==> config.mk <==
export PLATFORM = sky130hd
export DESIGN_NAME = mem_access_ctrl
export DESIGN_NICKNAME = d
export VERILOG_FILES = /design/src/rtl/mem_access_ctrl.sv
export SDC_FILE = /design/constraint.sdc
export NUM_CORES = 1
export LEC_CHECK = 0
export BUFFER_PORTS_ARGS = -buffer_cell sky130_fd_sc_hd__buf_2
export CAP_MARGIN = 20
export CORE_UTILIZATION = 50
export CTS_BUF_LIST = sky130_fd_sc_hd__clkbuf_4
export CTS_CLUSTER_DIAMETER = 60
export DETAILED_ROUTE_END_ITERATION = 8
export HOLD_SLACK_MARGIN = 0.08
export MAX_ROUTING_LAYER = met4
export PLACE_DENSITY = 0.92
export SYNTH_ARGS = -nofsm -noshare
export SYNTH_HDL_FRONTEND = slang
export SYNTH_SLANG_ARGS = --single-unit
==> constraint.sdc <==
create_clock -name clk -period 3.5 [get_ports clk]
set_input_delay 0.175 -clock clk [delete_from_list [all_inputs] [get_ports clk]]
set_output_delay 0.175 -clock clk [all_outputs]
set_load 0.01 [all_outputs]
==> src/rtl/mem_access_ctrl.sv <==
// Multi-cycle data-memory access controller: decodes MIPS load/store opcodes, runs a req/ready
// handshake with a bus timeout, and stalls the pipeline. Optional misalignment trap: MEM_ALIGN_CHECK_EN.
module mem_access_ctrl #(
   parameter int ADDR_W  = 32,
   parameter int TIMEOUT = 16,
   parameter int CNT_W   = 8
) (
   input  logic              clk,
   input  logic              rst_n,
   input  logic              issue_valid,
   input  logic [31:0]       instruction,
   input  logic [ADDR_W-1:0] addr,
   input  logic [31:0]       store_data,
   output logic              stall,
   output logic              done,
   output logic [31:0]       load_data,
   output logic              bus_err,
   output logic              align_err,
   output logic              mem_req,
   output logic              mem_we,
   output logic [3:0]        mem_be,
   output logic [ADDR_W-1:0] mem_addr,
   output logic [31:0]       mem_wdata,
   input  logic              mem_ready,
   input  logic [31:0]       mem_rdata
);

   localparam logic [5:0] OP_LB  = 6'h20;
   localparam logic [5:0] OP_LH  = 6'h21;
   localparam logic [5:0] OP_LW  = 6'h23;
   localparam logic [5:0] OP_LBU = 6'h24;
   localparam logic [5:0] OP_LHU = 6'h25;
   localparam logic [5:0] OP_SB  = 6'h28;
   localparam logic [5:0] OP_SH  = 6'h29;
   localparam logic [5:0] OP_SW  = 6'h2B;

   localparam logic [CNT_W-1:0] CNT_LIMIT = CNT_W'(TIMEOUT);

   typedef enum logic [1:0] {S_IDLE, S_ACCESS, S_DONE} state_t;

   function automatic logic [3:0] byte_enables(input logic [5:0] op, input logic [1:0] lo);
      case (op)
         OP_LB, OP_LBU, OP_SB: return 4'b0001 << lo;
         OP_LH, OP_LHU, OP_SH: return lo[1] ? 4'b1100 : 4'b0011;
         default:              return 4'b1111;
      endcase
   endfunction

   function automatic logic [31:0] lane_wdata(input logic [5:0] op, input logic [31:0] sd);
      case (op)
         OP_SB:   return {4{sd[7:0]}};
         OP_SH:   return {2{sd[15:0]}};
         OP_SW:   return sd;
         default: return 32'h0;
      endcase
   endfunction

   // Little-endian lane select; anything that is not a load returns zero.
   function automatic logic [31:0] extract_load(input logic [5:0] op, input logic [1:0] lo,
                                                input logic [31:0] rdata);
      logic [7:0]  b;
      logic [15:0] h;
      b = rdata[{lo, 3'b000} +: 8];
      h = lo[1] ? rdata[31:16] : rdata[15:0];
      case (op)
         OP_LB:   return {{24{b[7]}}, b};
         OP_LBU:  return {24'h0, b};
         OP_LH:   return {{16{h[15]}}, h};
         OP_LHU:  return {16'h0, h};
         OP_LW:   return rdata;
         default: return 32'h0;
      endcase
   endfunction

   state_t            state_q, state_d;
   logic [CNT_W-1:0]  cnt_q, cnt_d, cnt_inc;
   logic [5:0]        op_q, op_d;
   logic [1:0]        lane_q, lane_d;
   logic              done_q, done_d;
   logic [31:0]       load_data_q, load_data_d;
   logic              bus_err_q, bus_err_d;
   logic              align_err_q, align_err_d;
   logic              mem_req_q, mem_req_d;
   logic              mem_we_q, mem_we_d;
   logic [3:0]        mem_be_q, mem_be_d;
   logic [ADDR_W-1:0] mem_addr_q, mem_addr_d;
   logic [31:0]       mem_wdata_q, mem_wdata_d;

   logic [5:0] opcode;
   logic       is_mem_op, is_store_op, misaligned, accept;
   logic       unused_instr_bits;

   assign opcode            = instruction[31:26];
   assign unused_instr_bits = ^instruction[25:0];

   always_comb begin
      is_mem_op   = 1'b0;
      is_store_op = 1'b0;
      case (opcode)
         OP_LB, OP_LBU, OP_LH, OP_LHU, OP_LW: is_mem_op = 1'b1;
         OP_SB, OP_SH, OP_SW: begin
            is_mem_op   = 1'b1;
            is_store_op = 1'b1;
         end
         default: ;
      endcase
   end

`ifdef MEM_ALIGN_CHECK_EN
   always_comb begin
      case (opcode)
         OP_LH, OP_LHU, OP_SH: misaligned = addr[0];
         OP_LW, OP_SW:         misaligned = |addr[1:0];
         default:              misaligned = 1'b0;
      endcase
   end
`else
   assign misaligned = 1'b0;
`endif

   // Gating with rst_n keeps stall low while reset is held, even if issue_valid is high.
   assign accept  = rst_n && issue_valid && is_mem_op && (state_q != S_ACCESS);
   assign stall   = accept || (state_q == S_ACCESS);
   assign cnt_inc = cnt_q + 1'b1;

   always_comb begin
      // NOTE: every *_d gets a default first so no path through the case infers a latch.
      state_d     = state_q;
      cnt_d       = cnt_q;
      op_d        = op_q;
      lane_d      = lane_q;
      done_d      = 1'b0;
      load_data_d = load_data_q;
      bus_err_d   = 1'b0;
      align_err_d = 1'b0;
      mem_req_d   = mem_req_q;
      mem_we_d    = mem_we_q;
      mem_be_d    = mem_be_q;
      mem_addr_d  = mem_addr_q;
      mem_wdata_d = mem_wdata_q;

      case (state_q)
         S_IDLE, S_DONE: begin
            state_d = S_IDLE;
            if (accept && misaligned) begin
               state_d     = S_DONE;
               done_d      = 1'b1;
               align_err_d = 1'b1;
               load_data_d = 32'h0;
            end else if (accept) begin
               state_d     = S_ACCESS;
               cnt_d       = '0;
               op_d        = opcode;
               lane_d      = addr[1:0];
               mem_req_d   = 1'b1;
               mem_we_d    = is_store_op;
               mem_be_d    = byte_enables(opcode, addr[1:0]);
               mem_addr_d  = {addr[ADDR_W-1:2], 2'b00};
               mem_wdata_d = lane_wdata(opcode, store_data);
            end
         end
         S_ACCESS: begin
            if (mem_ready) begin
               state_d     = S_DONE;
               done_d      = 1'b1;
               mem_req_d   = 1'b0;
               load_data_d = extract_load(op_q, lane_q, mem_rdata);
            end else if ((TIMEOUT != 0) && (cnt_inc == CNT_LIMIT)) begin
               state_d     = S_DONE;
               done_d      = 1'b1;
               bus_err_d   = 1'b1;
               mem_req_d   = 1'b0;
               load_data_d = 32'h0;
            end else begin
               cnt_d = cnt_inc;
            end
         end
         default: state_d = S_IDLE;
      endcase
   end

   // NOTE: state registers use non-blocking assignments so every flop samples pre-edge values.
   always_ff @(posedge clk or negedge rst_n) begin
      if (!rst_n) begin
         state_q     <= S_IDLE;
         cnt_q       <= '0;
         op_q        <= '0;
         lane_q      <= '0;
         done_q      <= 1'b0;
         load_data_q <= '0;
         bus_err_q   <= 1'b0;
         align_err_q <= 1'b0;
         mem_req_q   <= 1'b0;
         mem_we_q    <= 1'b0;
         mem_be_q    <= '0;
         mem_addr_q  <= '0;
         mem_wdata_q <= '0;
      end else begin
         state_q     <= state_d;
         cnt_q       <= cnt_d;
         op_q        <= op_d;
         lane_q      <= lane_d;
         done_q      <= done_d;
         load_data_q <= load_data_d;
         bus_err_q   <= bus_err_d;
         align_err_q <= align_err_d;
         mem_req_q   <= mem_req_d;
         mem_we_q    <= mem_we_d;
         mem_be_q    <= mem_be_d;
         mem_addr_q  <= mem_addr_d;
         mem_wdata_q <= mem_wdata_d;
      end
   end

   assign done      = done_q;
   assign load_data = load_data_q;
   assign bus_err   = bus_err_q;
   assign align_err = align_err_q;
   assign mem_req   = mem_req_q;
   assign mem_we    = mem_we_q;
   assign mem_be    = mem_be_q;
   assign mem_addr  = mem_addr_q;
   assign mem_wdata = mem_wdata_q;

endmodule

* Word level (Yosys, flattened, before mapping)
Cells that the tools add are included.
** Storage, ports and cells
- Bits of input ports :: 132
- Bits in registers :: 120
- Word-level logic and storage cells :: 78
** Cells by class
- Eq/ne operators :: 21
- Add/sub/neg operators :: 1
- Multiplexer cells :: 26
- Reductions and logical operators :: 16
- Shifts and indexed selects :: 2
** Operators with widths (number)
- $pmux W32 S5 :: 1
- $pmux W32 S3 :: 1
- $eq A6 B6 Y1 const B :: 13
- $mux W32 :: 2
- $shiftx A32 B6 Y8 :: 1
- $mux W8 :: 3
- $mux W16 :: 1
- $pmux W8 S2 :: 1
- $mux W1 :: 11
- $reduce_or A3 Y1 :: 3
- $add A8 B1 Y8 const B :: 1
- $eq A8 B5 Y1 const B :: 1
- $pmux W4 S2 :: 1
- $reduce_or A8 Y1 :: 1
- $ne A2 B2 Y1 const B :: 3
- $mux W2 :: 2
- $mux W4 :: 1
- $pmux W2 S2 :: 1
- $reduce_and A2 Y1 :: 2
- $reduce_and A4 Y1 :: 1
- $reduce_bool A2 Y1 :: 2
- $shl A1 B2 Y4 const A :: 1
- $logic_and A1 B1 Y1 :: 3
- $ne A3 B2 Y1 const B :: 1
- other kinds (8) :: 8

* Logic depth before layout (Yosys ltp)
Gate-level depths: netlist (run 1).
- Word-level depth :: 7
- Gate-level depth with buffers :: 9
- Gate-level depth less buffers :: 6

* Least setup slack after synthesis (run 1)
OpenSTA, ideal clock, no wires.
- Path type :: register to register
- From :: register op_q[0]
- To :: register load_data_q[6] (netlist: load_data[6])
- Arrival time :: 1.733 ns
- Required time :: 3.374 ns
- Stages on the path, launching flop included :: 8
- Path buffers :: 2
- Path slack :: 1.641 ns
- Cells stage by stage :: dfrtp_1 > nand2b_1 > clkbuf_1 > buf_2 > mux2_1 > a21oi_1 > nor2_1 > a221o_1
** Between the ends
- Cells in the longest elaborated chain, start to end :: 3
** RTL lines
- start: declaration :: RTL line 77 : logic [5:0] op_q, op_d;
- start signal: assignment :: RTL line 201 : op_q <= op_d;
- $eq A6 B6 Y1 :: RTL line 65 : case (op)
- $pmux W32 S5 (*) :: RTL line 65
- $mux W32 (*) :: RTL line 163 : if (mem_ready) begin
- end signal: assignment :: RTL line 204 : load_data_q <= load_data_d;
- end: declaration :: RTL line 80 : logic [31:0] load_data_q, load_data_d;
Mark *: on every way between the ends. The rest lies on a longest branch, timed or not.
A chain may end at the register's enable or synchronous reset.

* Final worst setup path (run 1)
- From :: register op_q[3]
- To :: register load_data_q[8] (netlist: load_data[8])
Same word-level chain as after synthesis.

==> summary.txt, run 1 <==
=========================================================================================
Initial cell density of the core                                                    52.4%
Proportion of register bits with asynchronous set or reset after synthesis           100%
Flip-flop and latch count after synthesis                                             120
Max VDD drop                                                                     0.369 mV
Unrepaired setup endpoints after global routing                                        no
Number of distinct library cells after synthesis                                       54
Final Hold Violating Endpoints                                                          0
Weighted congestion reported at the end of routability-driven placement             0.921
Critical Path RT                                                                  3.97 ns
Instance count after placement with tap cells included                                892
Die width                                                                          107 um
Wire length per cell                                                              18.9 um
Number of standard cells in the layout, taps in and fillers out                     1,031
Layout-stage area growth over the synthesis result                                  45.6%
Antenna-violating nets left                                                             0
Detailed placer's ending HPWL                                                   10,900 um
Number of buffers added on ports                                                      208
Leak pwr                                                                          3.99 nW
Critical Path End Type                                                           register
Final instance area                                                             8020 um^2
Final net count                                                                     1,015
EDFF count, synth                                                                       0
Setup-failing EPs final                                                                 0
Number of top-level pins                                                              238
Synth warn                                                                              0
CTS H-tree depth                                                                        4
Synth Instances                                                                       572
Total chip power                                                                0.00401 W
Residual DRC                                                                            0
PostCTS Resize Cnt                                                                      0
Final cycle utilization of the critical path                                        84.6%
FILL cells                                                                            636
Most common flop cell mapped by yosys                                        sky130_fd_sc_hd__dfrtp_1
Sink Count                                                                            120
Largest net degree at the start of global routing                                      72
TritonCTS clock tree                                                                 done
Buffer levels on the longest clock path                                                 2
Clock latency on the worst-skew pair                                              0.52 ns
Starting DRT DRC Count                                                                555
Maxcap violations                                                                       0
Data arrival time of the critical path                                            3.43 ns
Highest Clock Rate                                                                338 MHz
Number of detailed-route iterations in the first pass                                   7
Critical path peak fanout                                                              10
Vias in the first global route                                                      6,055
Category of the worst setup path launch point                                    register
Die Area                                                                      11,400 um^2
Cell area after placement                                                       6650 um^2
Wire length of the first global-routing pass                                    30,000 um
Clock Skews                                                                     0.0306 ns
Placement Rows                                                                         37
Overall Global Routing Usage                                                        35.5%
Placeable core region                                                         10,500 um^2
Crit Path Class                                                              register to register
Clock root buffer master                                                     sky130_fd_sc_hd__clkbuf_4
Final critical path time including I/O delays and setup                           2.96 ns
Post-Syn Area                                                                   5500 um^2
Antenna violations before repair                                                        0
Final Core Density                                                                  76.3%
Share of post-route cells with drive strength above 1                               30.6%
Sum of negative setup slack                                                          0 ns
Register area share after synthesis                                                 54.6%
Total Routed Length                                                             19,500 um
Total power density per cell area                                             500 nW/um^2
Antenna diode instance count                                                            0
Synthesized area divided by synthesized cell count                              9.62 um^2
DR vias                                                                             6,061
Via/cell ratio                                                                       5.88
Cts bufs inserted                                                                      17
Slew of the pin with the lowest slew margin                                      0.971 ns
Congestion Overflow GR                                                                  0
Min-Delay Path Class                                                         primary input to register
Result of the run                                                            complete, no violations
Die Y                                                                              107 um
Pins over their slew limit                                                              0
Clock slew at reported path FFs                                                   0.13 ns
Max-slew headroom                                                                   34.8%
=========================================================================================
[state kept, by name, indices dropped and copies added (netlist names)]
| signal | cells |
|---|---|
| load_data | 32 |
| mem_wdata | 32 |
| mem_addr | 30 |
| cnt_q | 8 |
| op_q | 6 |
| mem_be | 4 |
| lane_q | 2 |
| state_q | 2 |
| bus_err | 1 |
| done | 1 |
| mem_req | 1 |
| mem_we | 1 |
[kinds of logic (layout without fill, tap and decap cells)]
| kind of cell | count (synthesis) | in the layout | synth area share (%) |
|---|---|---|---|
| buffers and inverters | 55 | 376 | 4.46 |
| multiplexers | 12 | 12 | 2.64 |
| AO/OA/AOI/OAI | 142 | 142 | 18.7 |
| adder cells (fa/ha/maj) | 1 | 1 | 0.227 |
| other | 1 | 3 | 0.0681 |
| AND/OR/NAND/NOR | 241 | 241 | 19.3 |
| flip-flops | 120 | 120 | 54.6 |
[power breakdown]
part           switching (W)  internal, W
combinational       0.000597     0.000529
sequential          0.000188      0.00163
clock               0.000555     0.000506
[layout by cell type (no fill, tap or decap), drive strengths merged, types with 7 or more instances in the layout]
cell / netlist / layout
clkbuf: 15 / 19
clkinv: 0 / 7
a221o: 9 / 9
o2111ai: 9 / 9
a21oi: 30 / 30
nor2: 33 / 33
inv: 17 / 17
nand2: 151 / 151
buf: 23 / 220
o211ai: 7 / 7
o2bb2ai: 16 / 16
a32oi: 8 / 8
dlygate4sd3: 0 / 107
nor3b: 8 / 8
mux2: 10 / 10
o21ai: 32 / 32
dfrtp: 120 / 120
nand3: 16 / 16
[final cells by class]
cell class / instances / area, um^2 / area share [%]
Clock buffer: 19 / 143 / 1.78
Clock inverter: 13 / 155 / 1.94
Inverter: 17 / 63.8 / 0.796
Multi-Input combinational cell: 399 / 2280 / 28.4
Sequential cell: 120 / 3000 / 37.5
Tap cell: 136 / 170 / 2.12
Timing Repair Buffer: 327 / 2200 / 27.5
[worst max-delay path, cell delays in order (launching register included)]
cell and delay, ns:
sky130_fd_sc_hd__dfrtp_1 0.39, sky130_fd_sc_hd__nor3b_1 0.57, sky130_fd_sc_hd__nand4b_1 0.47, sky130_fd_sc_hd__nor2_1 0.57, sky130_fd_sc_hd__nand2_1 0.20, sky130_fd_sc_hd__o2111ai_1 0.14, sky130_fd_sc_hd__dlygate4sd3_1 0.59
[layer usage]
metal | wire length (um) | global-route usage (%) | vias to the layer above
li1 | - | - | 2633
met1 | 7230 | 40.4 | 2854
met2 | 9480 | 58.3 | 466
met3 | 1820 | 7.11 | 108
met4 | 1010 | 20.6 | 0
met5 | 0 | - | -
[per-stage QoR]
stage / setup slack (ns) / hold WS (ns)
2_1_floorplan: 1.64 / -0.121
3_3_place_gp: 1.27 / 0.364
3_5_place_dp: 1.22 / 0.367
4_1_cts: 0.713 / 0.0874
5_1_grt: 0.379 / 0.124
6_report: 0.538 / 0.139
[timing repair]
action	CTS	global route
hold endpoints to repair	152	0
buffers inserted	0	0
hold buffers	107	0
[cell usage after synthesis (4+ instances only)]
cell | count | share of area, %
sky130_fd_sc_hd__nand2_1 | 151 | 10
sky130_fd_sc_hd__dfrtp_1 | 120 | 55
sky130_fd_sc_hd__nor2_1 | 33 | 2.3
sky130_fd_sc_hd__o21ai_1 | 29 | 2.6
sky130_fd_sc_hd__a21oi_1 | 21 | 1.9
sky130_fd_sc_hd__nand3_1 | 16 | 1.5
sky130_fd_sc_hd__o2bb2ai_1 | 16 | 2.5
sky130_fd_sc_hd__clkbuf_1 | 15 | 1.0
sky130_fd_sc_hd__buf_2 | 13 | 1.2
sky130_fd_sc_hd__inv_1 | 13 | 0.89
sky130_fd_sc_hd__a21oi_2 | 9 | 1.4
sky130_fd_sc_hd__a221o_1 | 9 | 1.6
sky130_fd_sc_hd__mux2_1 | 9 | 1.8
sky130_fd_sc_hd__o2111ai_1 | 9 | 1.4
sky130_fd_sc_hd__a32oi_1 | 8 | 1.3
sky130_fd_sc_hd__nor3b_1 | 8 | 1.1
sky130_fd_sc_hd__o211ai_1 | 7 | 0.95
sky130_fd_sc_hd__a22oi_1 | 6 | 0.82
sky130_fd_sc_hd__a31oi_1 | 6 | 0.68
sky130_fd_sc_hd__o21a_1 | 6 | 0.82
sky130_fd_sc_hd__buf_1 | 5 | 0.34
sky130_fd_sc_hd__nand2b_1 | 5 | 0.57
sky130_fd_sc_hd__nor3_1 | 5 | 0.45
sky130_fd_sc_hd__a221oi_1 | 4 | 0.64
sky130_fd_sc_hd__buf_4 | 4 | 0.55
sky130_fd_sc_hd__inv_2 | 4 | 0.27
sky130_fd_sc_hd__nor2b_1 | 4 | 0.45
[final timing paths]
kind / start / end / slack, ns / depth (start not counted)
setup / recovery: op_q[3]$_DFFE_PN0P_ / load_data[8]$_DFFE_PN0P_ / 0.54 / 6
hold / removal: instruction[27] / op_q[1]$_DFFE_PN0P_ / 0.14 / 3
setup reg to reg: op_q[3]$_DFFE_PN0P_ / load_data[8]$_DFFE_PN0P_ / 0.54 / 6
hold reg to reg: mem_addr[4]$_DFFE_PN0P_ / mem_addr[4]$_DFFE_PN0P_ / 0.48 / 2
max in group asynchronous: rst_n / mem_wdata[15]$_DFFE_PN0P_ / 1.77 / 4
min in group asynchronous: rst_n / load_data[14]$_DFFE_PN0P_ / 0.35 / 3
Note: power is estimated with default switching activity, not from simulation.
==> inputs of run 2 (changes only) <==
--- a/config.mk
+++ b/config.mk
@@ -7,13 +7,13 @@
 export LEC_CHECK = 0
 export BUFFER_PORTS_ARGS = -buffer_cell sky130_fd_sc_hd__buf_2
 export CAP_MARGIN = 20
-export CORE_UTILIZATION = 50
+export CORE_UTILIZATION = 49
 export CTS_BUF_LIST = sky130_fd_sc_hd__clkbuf_4
 export CTS_CLUSTER_DIAMETER = 60
 export DETAILED_ROUTE_END_ITERATION = 8
 export HOLD_SLACK_MARGIN = 0.08
 export MAX_ROUTING_LAYER = met4
-export PLACE_DENSITY = 0.92
+export PLACE_DENSITY = 0.9
 export SYNTH_ARGS = -nofsm -noshare
 export SYNTH_HDL_FRONTEND = slang
 export SYNTH_SLANG_ARGS = --single-unit
==> constraint.sdc (replaced) <==
create_clock -name clk -period 2.8 [get_ports clk]
set_input_delay 0.14 -clock clk [delete_from_list [all_inputs] [get_ports clk]]
set_output_delay 0.14 -clock clk [all_outputs]
set_load 0.01 [all_outputs]
==> summary.txt, run 2 (synthesis gave the netlist of run 1 again) <==
======================================================================================
Result of the run                                                         complete, no violations
Final net count                                                                  1,023
Max VDD drop                                                                  0.409 mV
Sink Count                                                                         120
Largest net degree at the start of global routing                                   85
Number of detailed-route iterations in the first pass                                5
# Post-CTS Setup Buffers                                                             0
Setup-failing EPs final                                                              0
Post-Place Worst Slack                                                        0.565 ns
Wire length of the first global-routing pass                                 29,300 um
Clock Skews                                                                  0.0282 ns
Placeable core region                                                      10,900 um^2
Cts bufs inserted                                                                   17
Crit Path Class                                                           register to register
Via/cell ratio                                                                    5.57
Buffer levels on the longest clock path                                              2
Overall Global Routing Usage                                                     33.8%
Critical path peak fanout                                                           10
Unrepaired setup endpoints after global routing                                     no
Starting DRT DRC Count                                                             500
Category of the worst setup path launch point                                 register
Clock root buffer master                                                  sky130_fd_sc_hd__clkbuf_4
Weighted congestion reported at the end of routability-driven placement          0.858
Worst setup margin                                                            0.212 ns
Total power density per cell area                                          616 nW/um^2
Layout-stage area growth over the synthesis result                               47.9%
Residual DRC                                                                         0
Area of combinational cells with multiple inputs                             2280 um^2
Leading cell types in the layout, fill and taps excluded                  sky130_fd_sc_hd__buf_2, sky130_fd_sc_hd__nand2_1, sky130_fd_sc_hd__dfrtp_1
Vias in the first global route                                                   5,916
Congestion Overflow GR                                                               0
Die Area                                                                   11,700 um^2
Total Routed Length                                                          18,500 um
Number of standard cells in the layout, taps in and fillers out                  1,045
Clock latency on the worst-skew pair                                           0.52 ns
Share of post-route cells with drive strength above 1                            31.2%
Area taken by flip-flops and latches                                         3000 um^2
Antenna-violating nets left                                                          0
Maxcap violations                                                                    0
Highest Clock Rate                                                             386 MHz
Cell with the largest stage delay on the worst path                       sky130_fd_sc_hd__dlygate4sd3_1
Instance count after placement with tap cells included                             900
Total chip power                                                             0.00501 W
Min-Delay Path Class                                                      primary input to register
Final Hold Violating Endpoints                                                       0
Max-slew headroom                                                                41.2%
Final critical path time including I/O delays and setup                        2.59 ns
Number of top-level pins                                                           238
Number of buffers added on ports                                                   208
Cell-by-cell trace of the critical path                                   nor3b_2 > nand4b_1 > nor2_1 > nand3_1 > o2111ai_1 > dlygate4sd3_1
DR vias                                                                          5,823
Leading cell type in the layout, fill and taps excluded                   sky130_fd_sc_hd__buf_2
Antenna violations before repair                                                     2
Final cycle utilization of the critical path                                     92.4%
Placement Rows                                                                      38
CTS H-tree depth                                                                     4
Critical Path End Type                                                        register
Leak pwr                                                                       4.04 nW
Data arrival time of the critical path                                         3.01 ns
Sum of negative setup slack                                                       0 ns
Initial cell density of the core                                                 50.6%
Detailed placer's ending HPWL                                                10,600 um
Critical Path RT                                                               3.22 ns
Pins over their slew limit                                                           0
Max incr delay on CP                                                           0.59 ns
Wire length per cell                                                           17.7 um
TritonCTS clock tree                                                              done
Slew of the pin with the lowest slew margin                                   0.879 ns
Clock slew at reported path FFs                                                0.10 ns
FILL cells                                                                         692
Die width                                                                       108 um
Die Y                                                                           108 um
======================================================================================
==> run 2: changes by cell type in the layout (fill, tap and decap cells not counted), moves of 2 or more <==
cell	delta
sky130_fd_sc_hd__buf_4	+4
sky130_fd_sc_hd__clkinv_2	-4
sky130_fd_sc_hd__clkinv_4	+2
sky130_fd_sc_hd__diode_2	+2
sky130_fd_sc_hd__dlygate4sd3_1	+2
sky130_fd_sc_hd__inv_6	+3
==> run 2: worst max-delay path, delay by kind of cell (launching register included) <==
kind	cells	cell delay, ns
AOI/OAI and AO/OA	1	0.23
buffers and inverters	1	0.59
DFF	1	0.40
and+or+nand+nor	4	1.30
==> run 2: worst paths after layout <==
kind	from	end	slack, ns	cells past startpoint
max	op_q[3]$_DFFE_PN0P_	load_data[12]$_DFFE_PN0P_	0.21	6
min	instruction[27]	op_q[1]$_DFFE_PN0P_	0.16	4
max reg2reg	op_q[3]$_DFFE_PN0P_	load_data[12]$_DFFE_PN0P_	0.21	6
min reg2reg	mem_addr[5]$_DFFE_PN0P_	mem_addr[5]$_DFFE_PN0P_	0.48	2
max in group asynchronous	rst_n	load_data[12]$_DFFE_PN0P_	1.97	4
min in group asynchronous	rst_n	mem_wdata[26]$_DFFE_PN0P_	0.20	3
==> run 2: what timing repair did <==
action | CTS | global route
hold buffers | 109 | 0
setup endpoints to repair | 0 | 8
hold endpoints to repair | 225 | 0
gates resized for setup | 0 | 2
==> run 2: power by group <==
group	internal, W	switching, W
clock	0.000652	0.000696
combinational	0.000673	0.000726
sequential	0.00204	0.000229
==> run 2: per-layer routing <==
metal | share of wire (%) | wire, um | vias up | track usage (%)
met3 | 8.0 | 1480 | 71 | 8.50
met5 | 0 | 0 | - | -
met2 | 49 | 9130 | 374 | 53.5
met4 | 3.5 | 647 | 0 | 16.5
li1 | - | - | 2641 | -
met1 | 39 | 7270 | 2737 | 40.2
==> run 2: per-stage QoR <==
step | util [%] | hold slack, ns | area (um^2)
after floorplan | - | -0.156 | 5510
after detailed placement | 61.4 | 0.237 | 6680
after global routing | 74.8 | 0.148 | 8140
after CTS | 74.3 | 0.121 | 8090
after global placement | 61.4 | 0.223 | 6680
final | 74.8 | 0.164 | 8140
==> run 2: cell type report <==
type,instances,share of cell area (%)
Sequential cell,120,36.9
Timing Repair Buffer,335,28.2
Multi-Input combinational cell,399,28.1
Tap cell,140,2.15
Clock inverter,13,2.11
Clock buffer,19,1.75
Inverter,17,0.784
Antenna cell,2,0.0615
==> inputs of run 3 (changes only) <==
--- a/config.mk
+++ b/config.mk
@@ -7,13 +7,13 @@
 export LEC_CHECK = 0
 export BUFFER_PORTS_ARGS = -buffer_cell sky130_fd_sc_hd__buf_2
 export CAP_MARGIN = 20
-export CORE_UTILIZATION = 49
+export CORE_UTILIZATION = 40
 export CTS_BUF_LIST = sky130_fd_sc_hd__clkbuf_4
 export CTS_CLUSTER_DIAMETER = 60
 export DETAILED_ROUTE_END_ITERATION = 8
 export HOLD_SLACK_MARGIN = 0.08
 export MAX_ROUTING_LAYER = met4
-export PLACE_DENSITY = 0.9
+export PLACE_DENSITY = 0.77
 export SYNTH_ARGS = -nofsm -noshare
 export SYNTH_HDL_FRONTEND = slang
 export SYNTH_SLANG_ARGS = --single-unit
==> summary.txt, run 3 (synthesis gave the netlist of run 1 again) <==
======================================================================================
Result of the run                                                         complete, no violations
Die Area                                                                   14,200 um^2
Weighted congestion reported at the end of routability-driven placement          0.871
Via/cell ratio                                                                    5.30
Max VDD drop                                                                  0.346 mV
Clock latency on the worst-skew pair                                           0.55 ns
Leading cell type in the layout, fill and taps excluded                   sky130_fd_sc_hd__buf_2
CTS H-tree depth                                                                     4
Leading cell types in the layout, fill and taps excluded                  sky130_fd_sc_hd__buf_2, sky130_fd_sc_hd__nand2_1, sky130_fd_sc_hd__dfrtp_1
Overall Global Routing Usage                                                     27.4%
Share of post-route cells with drive strength above 1                            30.4%
Detailed placer's ending HPWL                                                10,700 um
Highest Clock Rate                                                             394 MHz
Pins over their slew limit                                                           0
Antenna-violating nets left                                                          0
Placeable core region                                                      13,300 um^2
Total power density per cell area                                          594 nW/um^2
Critical Path End Type                                                        register
Final cycle utilization of the critical path                                     90.6%
Leak pwr                                                                       3.99 nW
Placement Rows                                                                      42
Die Y                                                                           119 um
Unrepaired setup endpoints after global routing                                     no
Final critical path time including I/O delays and setup                        2.54 ns
Sink Count                                                                         120
Cell area after placement                                                    6710 um^2
Antenna violations before repair                                                     0
Wire length per cell                                                           16.8 um
Wire length of the first global-routing pass                                 29,300 um
Fraction of met3 tracks used by global routing                                   5.75%
Sum of negative setup slack                                                       0 ns
TritonCTS clock tree                                                              done
Congestion Overflow GR                                                               0
Residual DRC                                                                         0
Clock Skews                                                                  0.0147 ns
Post-Place Worst Slack                                                        0.663 ns
FILL cells                                                                       1,089
Buffer levels on the longest clock path                                              2
Setup-failing EPs final                                                              0
Instance count after placement with tap cells included                             932
Min-Delay Path Class                                                      primary input to register
Number of top-level pins                                                           238
Total Routed Length                                                          18,100 um
Clock root buffer master                                                  sky130_fd_sc_hd__clkbuf_4
Data arrival time of the critical path                                         3.03 ns
Category of the worst setup path launch point                                 register
Critical path peak fanout                                                            8
Layout-stage area growth over the synthesis result                               47.1%
Crit Path Class                                                           register to register
Area taken by flip-flops and latches                                         3000 um^2
Largest net degree at the start of global routing                                   74
Number of detailed-route iterations in the first pass                                5
Number of buffers added on ports                                                   208
Initial cell density of the core                                                 41.2%
Starting DRT DRC Count                                                             514
Die width                                                                       119 um
Slew of the pin with the lowest slew margin                                    1.05 ns
Met2 Track Usage GR                                                              44.9%
Critical Path RT                                                               3.29 ns
Max incr delay on CP                                                           0.59 ns
Cts bufs inserted                                                                   17
Final instance area                                                          8090 um^2
Clock slew at reported path FFs                                                0.11 ns
Area of combinational cells with multiple inputs                             2280 um^2
DR vias                                                                          5,709
Max-slew headroom                                                                30.0%
Cell with the largest stage delay on the worst path                       sky130_fd_sc_hd__dlygate4sd3_1
Cell-by-cell trace of the critical path                                   nor2b_1 > nand4b_1 > nor2_1 > nand3_1 > o2111ai_1 > dlygate4sd3_1
Worst setup margin                                                            0.263 ns
Maxcap violations                                                                    0
Number of standard cells in the layout, taps in and fillers out                  1,077
Vias in the first global route                                                   5,863
Final net count                                                                  1,020
Final Hold Violating Endpoints                                                       0
Grt met1 use                                                                     32.5%
Worst hold slack                                                              0.140 ns
Global routing's busiest layer                                                    met2
======================================================================================
[run 3: stage by stage]
| step | power [W] | util [%] |
|---|---|---|
| after detailed placement | 0.00343 | 50.3 |
| final | 0.00481 | 60.6 |
| after global placement | 0.00339 | 50.3 |
| after CTS | 0.00480 | 60.5 |
| after floorplan | 0.00291 | - |
| after global routing | 0.00508 | 60.6 |
[run 3: path summary, 6_finish.rpt]
kind | start | endpoint | slack [ns] | cells after the start
hold / removal | instruction[30] | mem_be[2]$_DFFE_PN0P_ | 0.14 | 4
hold reg to reg | op_q[5]$_DFFE_PN0P_ | op_q[5]$_DFFE_PN0P_ | 0.47 | 1
setup / recovery | state_q[0]$_DFFE_PN0P_ | load_data[12]$_DFFE_PN0P_ | 0.26 | 6
setup reg to reg | state_q[0]$_DFFE_PN0P_ | load_data[12]$_DFFE_PN0P_ | 0.26 | 6
min in group asynchronous | rst_n | mem_wdata[7]$_DFFE_PN0P_ | 0.35 | 3
max in group asynchronous | rst_n | load_data[1]$_DFFE_PN0P_ | 1.19 | 4
[run 3: power by group]
group          switching (W)  internal (W)
logic               0.000701      0.000668
clock network       0.000679      0.000512
registers           0.000209       0.00204
total                0.00159       0.00322
[run 3: area by class of cell]
class	count	area share, %
diodes	1	0.0309
clock buffers	17	1.58
clock inverters	15	1.67
inverters	17	0.788
multi-input cells	399	28.2
flip-flops and latches	120	37.1
well taps	176	2.72
repair buffers	332	27.9
[run 3: per-layer routing]
metal  routed length (um)  vias up  share of wire (%)
met5                    0        -                  0
met4                  525        0                2.9
li1                     -     2634                  -
met3                 1230       51                6.8
met2                 8960      310                 49
met1                 7430     2714                 41
[run 3: worst max-delay path, delay by kind of cell, from the launching register on]
family | cells | cell delay (ns)
AOI/OAI and AO/OA | 1 | 0.24
buffers and inverters | 1 | 0.59
and+or+nand+nor | 4 | 1.20
DFF | 1 | 0.44
[run 3: what timing repair did]
action | CTS | global route
hold endpoints to repair | 166 | 0
buffers inserted | 0 | 2
endpoints found under the setup margin | 0 | 9
resized for setup | 0 | 1
hold buffers | 110 | 0
